**src/rtl/tour_move_sequencer_pkg.sv**
```systemverilog
// Shared constants for Knight's Tour playback: headings, response codes,
// FSM state encodings and the move-command builder.
package tour_pkg;

    localparam logic [7:0] HEAD_NORTH = 8'h00;
    localparam logic [7:0] HEAD_WEST  = 8'h3F;
    localparam logic [7:0] HEAD_SOUTH = 8'h7F;
    localparam logic [7:0] HEAD_EAST  = 8'hBF;

    localparam logic [7:0] COMM_COMPLETE     = 8'hA5;
    localparam logic [7:0] COMM_INTERMEDIATE = 8'h5A;
    localparam logic [7:0] COMM_ERR          = 8'hEE;

    localparam logic [3:0] SQ_LONG  = 4'd2;
    localparam logic [3:0] SQ_SHORT = 4'd1;

    localparam logic [3:0] ST_IDLE   = 4'd0;
    localparam logic [3:0] ST_FETCH  = 4'd1;
    localparam logic [3:0] ST_DECODE = 4'd2;
    localparam logic [3:0] ST_LEG1   = 4'd3;
    localparam logic [3:0] ST_WAIT1  = 4'd4;
    localparam logic [3:0] ST_LEG2   = 4'd5;
    localparam logic [3:0] ST_WAIT2  = 4'd6;
    localparam logic [3:0] ST_RESP   = 4'd7;
    localparam logic [3:0] ST_DONE   = 4'd8;

    // Opcode nibble is 4'b0010, with bit 0 raised for the fanfare leg.
    function automatic logic [15:0] build_cmd(input logic       fanfare,
                                              input logic [7:0] heading,
                                              input logic [3:0] squares);
        return {3'b001, fanfare, heading, squares};
    endfunction

endpackage

```
**src/rtl/tour_move_sequencer_if.sv**
```systemverilog
// Bundle of the move-memory, command and response channels of the sequencer.
// Handshake: cmd_vld is a one-cycle pulse, cmd holds until the matching cmd_done pulse.
interface tour_move_sequencer_if #(parameter int ADDR_W = 5);

    logic              go;
    logic [ADDR_W-1:0] mv_addr;
    logic [7:0]        mv_data;
    logic [15:0]       cmd;
    logic              cmd_vld;
    logic              cmd_done;
    logic [7:0]        resp;
    logic              resp_vld;
    logic              busy;
    logic              err;
    logic [3:0]        dbg_state;

    modport master (
        input  go, mv_data, cmd_done,
        output mv_addr, cmd, cmd_vld, resp, resp_vld, busy, err, dbg_state
    );

    modport slave (
        output go, mv_data, cmd_done,
        input  mv_addr, cmd, cmd_vld, resp, resp_vld, busy, err, dbg_state
    );

endinterface

```
**src/rtl/tour_move_sequencer_knight_move_decode.sv**
```systemverilog
// Splits a one-hot knight move into a 2-square leg and a 1-square fanfare leg.
module knight_move_decode
    import tour_pkg::*;
(
    input  logic [7:0]  mv_data,
    output logic [15:0] leg1,
    output logic [15:0] leg2,
    output logic        vld
);

    always_comb begin
        vld  = (mv_data != 8'h00) && ((mv_data & (mv_data - 8'd1)) == 8'h00);
        leg1 = 16'h0000;
        leg2 = 16'h0000;
        // Leg 1 always runs along the |2| axis, leg 2 along the |1| axis.
        case (mv_data)
            8'h01: begin leg1 = build_cmd(1'b0, HEAD_NORTH, SQ_LONG); leg2 = build_cmd(1'b1, HEAD_EAST,  SQ_SHORT); end
            8'h02: begin leg1 = build_cmd(1'b0, HEAD_NORTH, SQ_LONG); leg2 = build_cmd(1'b1, HEAD_WEST,  SQ_SHORT); end
            8'h04: begin leg1 = build_cmd(1'b0, HEAD_WEST,  SQ_LONG); leg2 = build_cmd(1'b1, HEAD_NORTH, SQ_SHORT); end
            8'h08: begin leg1 = build_cmd(1'b0, HEAD_WEST,  SQ_LONG); leg2 = build_cmd(1'b1, HEAD_SOUTH, SQ_SHORT); end
            8'h10: begin leg1 = build_cmd(1'b0, HEAD_SOUTH, SQ_LONG); leg2 = build_cmd(1'b1, HEAD_WEST,  SQ_SHORT); end
            8'h20: begin leg1 = build_cmd(1'b0, HEAD_SOUTH, SQ_LONG); leg2 = build_cmd(1'b1, HEAD_EAST,  SQ_SHORT); end
            8'h40: begin leg1 = build_cmd(1'b0, HEAD_EAST,  SQ_LONG); leg2 = build_cmd(1'b1, HEAD_SOUTH, SQ_SHORT); end
            8'h80: begin leg1 = build_cmd(1'b0, HEAD_EAST,  SQ_LONG); leg2 = build_cmd(1'b1, HEAD_NORTH, SQ_SHORT); end
            default: ;
        endcase
    end

endmodule

```
**src/rtl/tour_move_sequencer.sv**
```systemverilog
// Plays a stored Knight's Tour back as pairs of straight-line commands,
// waiting for each leg to complete and reporting progress per move.
module tour_move_sequencer
    import tour_pkg::*;
#(
    parameter int NUM_MOVES = 24,
    parameter int ADDR_W    = 5
) (
    input  logic                  clk,
    input  logic                  rst,
    tour_move_sequencer_if.master bus
);

    localparam logic [ADDR_W-1:0] LAST_ADDR = ADDR_W'(NUM_MOVES - 1);

    logic [3:0]        state;
    logic [ADDR_W-1:0] mv_addr;
    logic [15:0]       cmd;
    logic              cmd_vld;
    logic [7:0]        resp;
    logic              resp_vld;
    logic              err;
    logic [15:0]       leg1_q;
    logic [15:0]       leg2_q;
    logic [15:0]       dec_leg1;
    logic [15:0]       dec_leg2;
    logic              dec_vld;

    knight_move_decode u_decode (
        .mv_data (bus.mv_data),
        .leg1    (dec_leg1),
        .leg2    (dec_leg2),
        .vld     (dec_vld)
    );

    always_ff @(posedge clk or posedge rst) begin
        if (rst) begin
            state    <= ST_IDLE;
            mv_addr  <= '0;
            cmd      <= 16'h0000;
            cmd_vld  <= 1'b0;
            resp     <= 8'h00;
            resp_vld <= 1'b0;
            err      <= 1'b0;
            leg1_q   <= 16'h0000;
            leg2_q   <= 16'h0000;
        end else begin
            cmd_vld  <= 1'b0;
            resp_vld <= 1'b0;
            case (state)
                ST_IDLE: if (bus.go) begin
                    state   <= ST_FETCH;
                    mv_addr <= '0;
                    err     <= 1'b0;
                end
                ST_FETCH: state <= ST_DECODE;
                ST_DECODE: if (dec_vld) begin
                    leg1_q <= dec_leg1;
                    leg2_q <= dec_leg2;
                    state  <= ST_LEG1;
                end else begin
                    err      <= 1'b1;
                    resp     <= COMM_ERR;
                    resp_vld <= 1'b1;
                    state    <= ST_IDLE;
                end
                ST_LEG1: begin
                    cmd     <= leg1_q;
                    cmd_vld <= 1'b1;
                    state   <= ST_WAIT1;
                end
                // A done arriving alongside our own cmd_vld pulse belongs to nothing.
                ST_WAIT1: if (bus.cmd_done && !cmd_vld) state <= ST_LEG2;
                ST_LEG2: begin
                    cmd     <= leg2_q;
                    cmd_vld <= 1'b1;
                    state   <= ST_WAIT2;
                end
                ST_WAIT2: if (bus.cmd_done && !cmd_vld) state <= ST_RESP;
                ST_RESP: if (mv_addr == LAST_ADDR) begin
                    state <= ST_DONE;
                end else begin
                    resp     <= COMM_INTERMEDIATE;
                    resp_vld <= 1'b1;
                    mv_addr  <= mv_addr + 1'b1;
                    state    <= ST_FETCH;
                end
                ST_DONE: begin
                    resp     <= COMM_COMPLETE;
                    resp_vld <= 1'b1;
                    state    <= ST_IDLE;
                end
                default: state <= ST_IDLE;
            endcase
        end
    end

    assign bus.mv_addr   = mv_addr;
    assign bus.cmd       = cmd;
    assign bus.cmd_vld   = cmd_vld;
    assign bus.resp      = resp;
    assign bus.resp_vld  = resp_vld;
    assign bus.err       = err;
    assign bus.busy      = (state != ST_IDLE);
    assign bus.dbg_state = state;

endmodule
```
**src/flat_wrapper.sv**
```systemverilog
// flat-port wrapper written by rule: the top's interface ports become plain ports
module tour_move_sequencer_flat import tour_pkg::*;
#(
    parameter int NUM_MOVES = 24,
    parameter int ADDR_W    = 5
)
  (clk, rst, bus_go, bus_mv_data, bus_cmd_done, bus_mv_addr, bus_cmd, bus_cmd_vld, bus_resp, bus_resp_vld, bus_busy, bus_err, bus_dbg_state);
  tour_move_sequencer_if #(.ADDR_W(ADDR_W)) bus_i ();
  input  logic clk;
  input  logic rst;
  input wire logic [$bits(bus_i.go)-1:0] bus_go;
  input wire logic [$bits(bus_i.mv_data)-1:0] bus_mv_data;
  input wire logic [$bits(bus_i.cmd_done)-1:0] bus_cmd_done;
  output wire logic [$bits(bus_i.mv_addr)-1:0] bus_mv_addr;
  output wire logic [$bits(bus_i.cmd)-1:0] bus_cmd;
  output wire logic [$bits(bus_i.cmd_vld)-1:0] bus_cmd_vld;
  output wire logic [$bits(bus_i.resp)-1:0] bus_resp;
  output wire logic [$bits(bus_i.resp_vld)-1:0] bus_resp_vld;
  output wire logic [$bits(bus_i.busy)-1:0] bus_busy;
  output wire logic [$bits(bus_i.err)-1:0] bus_err;
  output wire logic [$bits(bus_i.dbg_state)-1:0] bus_dbg_state;
  assign bus_i.go = bus_go;
  assign bus_i.mv_data = bus_mv_data;
  assign bus_i.cmd_done = bus_cmd_done;
  assign bus_mv_addr = bus_i.mv_addr;
  assign bus_cmd = bus_i.cmd;
  assign bus_cmd_vld = bus_i.cmd_vld;
  assign bus_resp = bus_i.resp;
  assign bus_resp_vld = bus_i.resp_vld;
  assign bus_busy = bus_i.busy;
  assign bus_err = bus_i.err;
  assign bus_dbg_state = bus_i.dbg_state;
  tour_move_sequencer #(.NUM_MOVES(NUM_MOVES), .ADDR_W(ADDR_W)) u_core (.clk(clk), .rst(rst), .bus(bus_i));
endmodule
```
**config.mk**
```make
export PLATFORM = sky130hd
export DESIGN_NAME = tour_move_sequencer_flat
export DESIGN_NICKNAME = d
export VERILOG_FILES = /design/src/rtl/tour_move_sequencer_pkg.sv /design/src/rtl/tour_move_sequencer_if.sv /design/src/rtl/tour_move_sequencer_knight_move_decode.sv /design/src/rtl/tour_move_sequencer.sv /design/src/flat_wrapper.sv
export SDC_FILE = /design/constraint.sdc
export NUM_CORES = 1
export LEC_CHECK = 0
export ABC_AREA = 1
export CAP_MARGIN = 20
export CORE_UTILIZATION = 50
export DETAILED_ROUTE_END_ITERATION = 16
export GPL_TIMING_DRIVEN = 0
export HOLD_SLACK_MARGIN = 0.03
export PLACE_DENSITY = 0.77
export SYNTH_ARGS = -nofsm -noshare
export SYNTH_HDL_FRONTEND = slang
export SYNTH_HIERARCHICAL = 1
export SYNTH_SLANG_ARGS = --single-unit
```
**constraint.sdc**
```tcl
create_clock -name clk -period 1.9 [get_ports clk]
set_clock_uncertainty 0.1 [all_clocks]
set_input_delay 0.38 -clock clk [delete_from_list [all_inputs] [get_ports clk]]
set_output_delay 0.38 -clock clk [all_outputs]
set_load 0.005 [all_outputs]
```
==> results of run 1 <==
timing repair:
action | CTS | global route
gates resized for setup | 22 | 5
setup buffers | 12 | 1
endpoints found under the hold margin | 0 | 0
pin swaps | 8 | 1
endpoints found under the setup margin | 35 | 42
Yosys cell counts:
cell      count  area, um2
o21ai_0      17       85.1
ha_1          1       12.5
o22ai_1       1       6.26
buf_2         6       30.0
nand3_2       4       40.0
or2_2         1       6.26
nor2_1       17       63.8
nand2_2       9       56.3
buf_6         7       78.8
nand2_4       1       11.3
o21ai_1      33        165
dfrtp_1      64       1600
inv_2         8       30.0
nand3_1      27        135
conb_1        1       3.75
nand3b_1      2       15.0
inv_1        32        120
buf_4        28        210
nor2_2        6       37.5
nand4_1       5       31.3
clkbuf_1      3       11.3
nor3_1        1       5.00
a21oi_1       1       5.00
nand2_1     138        518
nor2_4        4       45.0
where the power goes:
| group | switching [uW] | internal, uW |
|---|---|---|
| logic | 1080 | 1170 |
| registers | 255 | 1800 |
| clock network | 512 | 802 |
state kept, by name, summed over array words and instances, names as in the netlist:
name	count
u_core/bus.mv_addr	5
u_core/leg1_q	16
u_core/leg2_q	16
u_core/bus.dbg_state	4
u_core/bus.resp	4
u_core/bus.cmd	16
u_core/bus.resp_vld	1
u_core/bus.cmd_vld	1
u_core/bus.err	1
metal layers:
layer  global-route usage (%)  up-vias  share of wire (%)
met1                     30.2     1373                 44
met5                        0        -                  0
met4                     10.6        0                2.6
li1                         -     1437                  -
met3                     3.36       16                4.2
met2                     41.9       87                 49
cells by family (layout without fill, tap and decap cells):
family	after synthesis	in the layout	share of synthesized area, %
and+or+nand+nor	215	215	29.0
buffers and inverters	84	160	14.5
DFF	64	64	48.2
AOI/OAI and AO/OA	52	52	7.87
adders and majority gates	1	1	0.376
other	1	11	0.113
critical path: stages, from the launching register on:
cell and delay (ns):
dfrtp_1 0.39, buf_4 0.15, clkdlybuf4s50_1 0.49
per-stage QoR:
stage / power, uW / hold slack [ns] / instances / utilization [%] / instance area (um2)
after global placement: 4150 / 0.356 / 552 / 61.7 / 3940
final: 5620 / 0.381 / 580 / 67.6 / 4320
after global routing: 6010 / 0.406 / 580 / 67.6 / 4320
after floorplan: 3220 / 0.345 / 427 / - / 3370
after CTS: 5670 / 0.383 / 580 / 67.4 / 4300
after detailed placement: 4210 / 0.365 / 553 / 62.0 / 3960
final timing paths:
kind / cells past startpoint / end / startpoint / slack (ns)
setup / recovery: 2 / bus_dbg_state[1] / u_core/bus.dbg_state[1] / 0.04
hold / removal: 2 / u_core/bus.resp[4] / u_core/bus.resp[4] / 0.38
setup reg to reg: 7 / u_core/bus.cmd[2] / u_core/bus.dbg_state[3] / 0.27
hold reg to reg: 2 / u_core/bus.resp[4] / u_core/bus.resp[4] / 0.38
max in group asynchronous: 3 / u_core/bus.dbg_state[2] / rst / 0.66
min in group asynchronous: 2 / u_core/leg1_q[9] / rst / 0.45
layout make-up:
class / instances / area, um2
Fill cell: 538 / 2070
Inverter: 40 / 154
Clock inverter: 3 / 65.1
Multi-Input combinational cell: 279 / 1320
Timing Repair Buffer: 61 / 583
Sequential cell: 64 / 1610
Tap cell: 77 / 96.3
Clock buffer: 12 / 155
Buffer: 44 / 337
==> impl_results.md, run 1 <==
* Fin. Hold Viols at 0
* Cell Area, Synth at 3320 um2
* Status: finished, final reports clean
* Min-delay worst type: register to register
* Endpoint class of the critical path: primary output
* Finish-stage setup viols at 0
* Startpoint Class: register
* Initial Util at a little over half
* GR Util All Layers at 24.2%
* DP HPWL at 5150 um
* Peak supply drop at roughly 900 uV
* CTS Hold Bufs at 0
* First-pass GRT wire length at 13300 um
* DR vias at approximately 2900
* Die area at ~7000 um2
* Final nets at about 500
* TritonRoute pass-1 iters at 5
* Final WS setup at ~0.042 ns
* Vias per std cell at between 5 and 6
* Fmax at around 540 MHz
* Most frequent cells in the layout: nand2_1, dfrtp_1, buf_4, clkdlybuf4s50_1, o21ai_1
* Num CTS Buffers at 9
* Antenna Cells at 0
* Number of max-cap violations at 0
* Post-synthesis cell type count at 25
* Cells after Synth at around 420
* Initial DRC Count at 178
* Pre-CTS WS at -0.657 ns
* Total global routing overflow at 0
* Final slew viol count at 0
* Clock root buffer: clkbuf_8
* Wire length per cell at between 10 and 15 um
* Clock Path Buffers at 2
* Critical path arrival at ~1.4 ns
* Power Density at around 1300 nW/um2
* Post-route antenna net violation count at 0
* Clk pin slew, worst setup/hold paths at around 0.070 ns
* Worst-Margin Slew at roughly 0.84 ns
* Share of cells above drive strength 1 at between 20% and 30%
* Core area at 6390 um2
* Sum of negative setup slack at 0 ns
* Synth-to-layout area growth at 29.8%
* Tmin final at ~1.9 ns
* Commonest non-fill, non-tap cell in the layout: nand2_1
* Drc violations at 0
* Final period util at around 98%
* Worst Path Required at between 1 and 1.5 ns
* Crit Path Category: register to primary output
* Yosys Warn Count at 6
* Clk_lat worst skew at ~0.34 ns
* Leak Pwr at 0.00229 uW
* Vias in the first global route at 2933
* IO Count at between 40 and 50
* Sink Count at 64
* Rows at 29
* TritonCTS clock tree: yes
* Max H-tree Level at 3
* Die W at approximately 84 um
* Largest net degree at the start of global routing at 38
* # port buffers at 48
* Final WL at between 7000 and 8000 um
* Crit Path Max Fanout at 4
* #FFs+latches synth at between 60 and 70
* Die H at roughly 84 um
* Max_slew headroom at between 40% and 50%
* GP Congestion at about 0.84
* Antenna violations before repair at 0
* Syn_area_per_cell at roughly 8 um2
* Seq/Total Area, Yosys at between 40% and 50%
(Power assumes the default switching activity.)
==> run 2: changes to the inputs <==
CORE_UTILIZATION = 57   (was 50)
DONT_BUFFER_PORTS = 1   (was not set)
PLACE_DENSITY = 0.75   (was 0.77)
==> impl_results.md, run 2 (synthesized netlist as in run 1, its figures left out) <==
* Status: finished, final reports clean
* Post-route antenna net violation count at 0
* Final nets at about 450
* Most used cell, CP: nor2_2
* Rows at 27
* Antenna violations before repair at 0
* Critical path arrival at between 1.5 and 2 ns
* # port buffers at 0
* WL met3 at about 300 um
* Total global routing overflow at 0
* Worst Hold Endpoint: u_core/leg2_q[11]
* Drc violations at 0
* R2r setup slk at ~0.19 ns
* Crit Path Category: primary input to register
* Postcts setup bufs at 0
* DR vias at approximately 2600
* Worst Path Required at approximately 2 ns
* Unrepaired setup endpoints after global routing: false
* Initial DRC Count at 210
* Crit Path Max Fanout at 10
* Max_slew headroom at roughly half
* R2r worst-path depth at 5
* Die area at just over 6000 um2
* Fmax at a little under 600 MHz
* Hold slack at 0.210 ns
* Vias per std cell at a little over 5
* Tmin final at 1.72 ns
* Antenna Cells at 0
* Clk_lat worst skew at between 0.3 and 0.4 ns
* Final period util at 90.4%
* Final WL at 6980 um
* Finish-stage setup viols at 0
* FILL cells at between 400 and 500
* Number of max-cap violations at 0
* Fin. Hold Viols at 0
* Num CTS Buffers at 9
* Max incr delay on CP at ~0.39 ns
* Worst-Margin Slew at 0.746 ns
* CP cell instances: nor2_2 -> nand3_1 -> nor2_1 -> nor2_2 -> nand2_1 -> nand3_2 -> inv_2 -> clkbuf_1 -> o21ai_0
* Inst Count DP at 500
* Top flop regs: u_core/bus.cmd x16, u_core/leg1_q x16, u_core/leg2_q x16
* GR Util All Layers at 26.0%
* Routed wl met2 at between 3000 and 4000 um
* Commonest non-fill, non-tap cell in the layout: nand2_1
* TritonRoute pass-1 iters at 4
* Finished layout cell area at 3650 um2
* Core area at ~5600 um2
* Pre-CTS WS at -0.137 ns
* Wire length per cell at between 10 and 15 um
* CTS Hold Bufs at 1
* Worst Path Buf+Inv at 2
* Clock Path Buffers at 2
* Cell family with the largest share of critical-path delay: simple AND/OR/NAND/NOR gates
* PostCTS Resize Cnt at 0
* Most frequent cells in the layout: nand2_1, dfrtp_1, o21ai_1, inv_1, buf_4
* Area after DPL at 3480 um2
* Max H-tree Level at 3
* Startpoint Class: primary input
* Metal-1 WL at about 3200 um
* Slowest stage cell, crit path: clkbuf_1
* Die H at 78.4 um
* R2r endpoint: u_core/leg1_q[7]
* Hold path depth at 4
* Largest net degree at the start of global routing at 35
* Hold_sp: bus_mv_data[5]
* GP Congestion at 0.795
* Share of cells above drive strength 1 at between 20% and 30%
* Clock root buffer: clkbuf_8
* Peak supply drop at 534 uV
* Min-delay worst type: primary input to register
* Endpoint class of the critical path: register
* IO Count at 49
* Leak Pwr at approximately 0.002 uW
* Final WS setup at between 0.15 and 0.2 ns
* Sink Count at between 60 and 70
* Final slew viol count at 0
* R2R Path Start: u_core/bus.dbg_state[0]
* First-pass GRT wire length at approximately 12000 um
* Die W at between 70 and 80 um
* Clk pin slew, worst setup/hold paths at 0.07 ns
* Vias in the first global route at 2583
* Power Density at roughly 1200 nW/um2
* Top sig layer: met4
* Fin cells at roughly 520
* TritonCTS clock tree: yes
* Synth-to-layout area growth at 9.67%
* Initial Util at 59.6%
* DP HPWL at about 4900 um
[run 2: cell types whose count changed in the layout (fill, tap and decap cells not counted), moves of 2 or more]
cell	before	now
buf_4	40	28
bufinv_16	2	0
clkbuf_2	2	0
clkdlybuf4s50_1	39	0
clkinv_2	1	3
dfrtp_1	61	64
dfrtp_2	3	0
dlygate4sd2_1	8	0
nand2_1	136	138
nand2_2	11	9
nor2_1	14	17
nor2_4	7	4
[run 2: per-layer routing]
layer	global-route usage (%)	vias up
li1	-	1313
met1	32.2	1263
met3	6.98	10
met5	0	-
met4	11.9	0
met2	42.5	50
[run 2: worst max-delay path by stage]
stage                        endpoint  depth (start not counted)                    start
finish               u_core/leg1_q[7]                          9           bus_mv_data[6]
global route         u_core/leg1_q[7]                          9           bus_mv_data[2]
CTS                  u_core/leg1_q[7]                          5  u_core/bus.dbg_state[2]
detailed placement   u_core/leg1_q[7]                          9           bus_mv_data[6]
global placement    u_core/leg1_q[10]                          9           bus_mv_data[2]
floorplan           u_core/leg1_q[10]                         11           bus_mv_data[1]
[run 2: final cells by class]
type | instances | area (um2) | area share (%)
flip-flops and latches | 64 | 1600 | 43.9
multi-input cells | 279 | 1280 | 35.1
plain buffers | 44 | 330 | 9.06
inverters | 40 | 154 | 4.22
clock buffers | 10 | 138 | 3.77
well taps | 72 | 90.1 | 2.47
repair buffers | 2 | 30.0 | 0.824
clock inverters | 4 | 22.5 | 0.618
[run 2: report_power, final]
group          switching [uW]  internal [uW]  leakage, uW  total [uW]
combinational             885            568      0.00113        1450
sequential                312           1800     0.000779        2110
clock                     498            486    0.0000838         984
[run 2: worst min-delay path, stage by stage]
cell	delay [ns]
nand3_1	0.06
o22ai_1	0.06
nand2_1	0.07
nand2_1	0.04
[run 2: metrics by stage]
stage	power, uW	TNS, ns	utilization, %
after floorplan	3220	0	-
after global placement	3530	-0.886	62.0
after detailed placement	3580	-1.06	62.4
after CTS	4580	0	65.4
after global routing	4890	0	65.4
final	4550	0	65.4
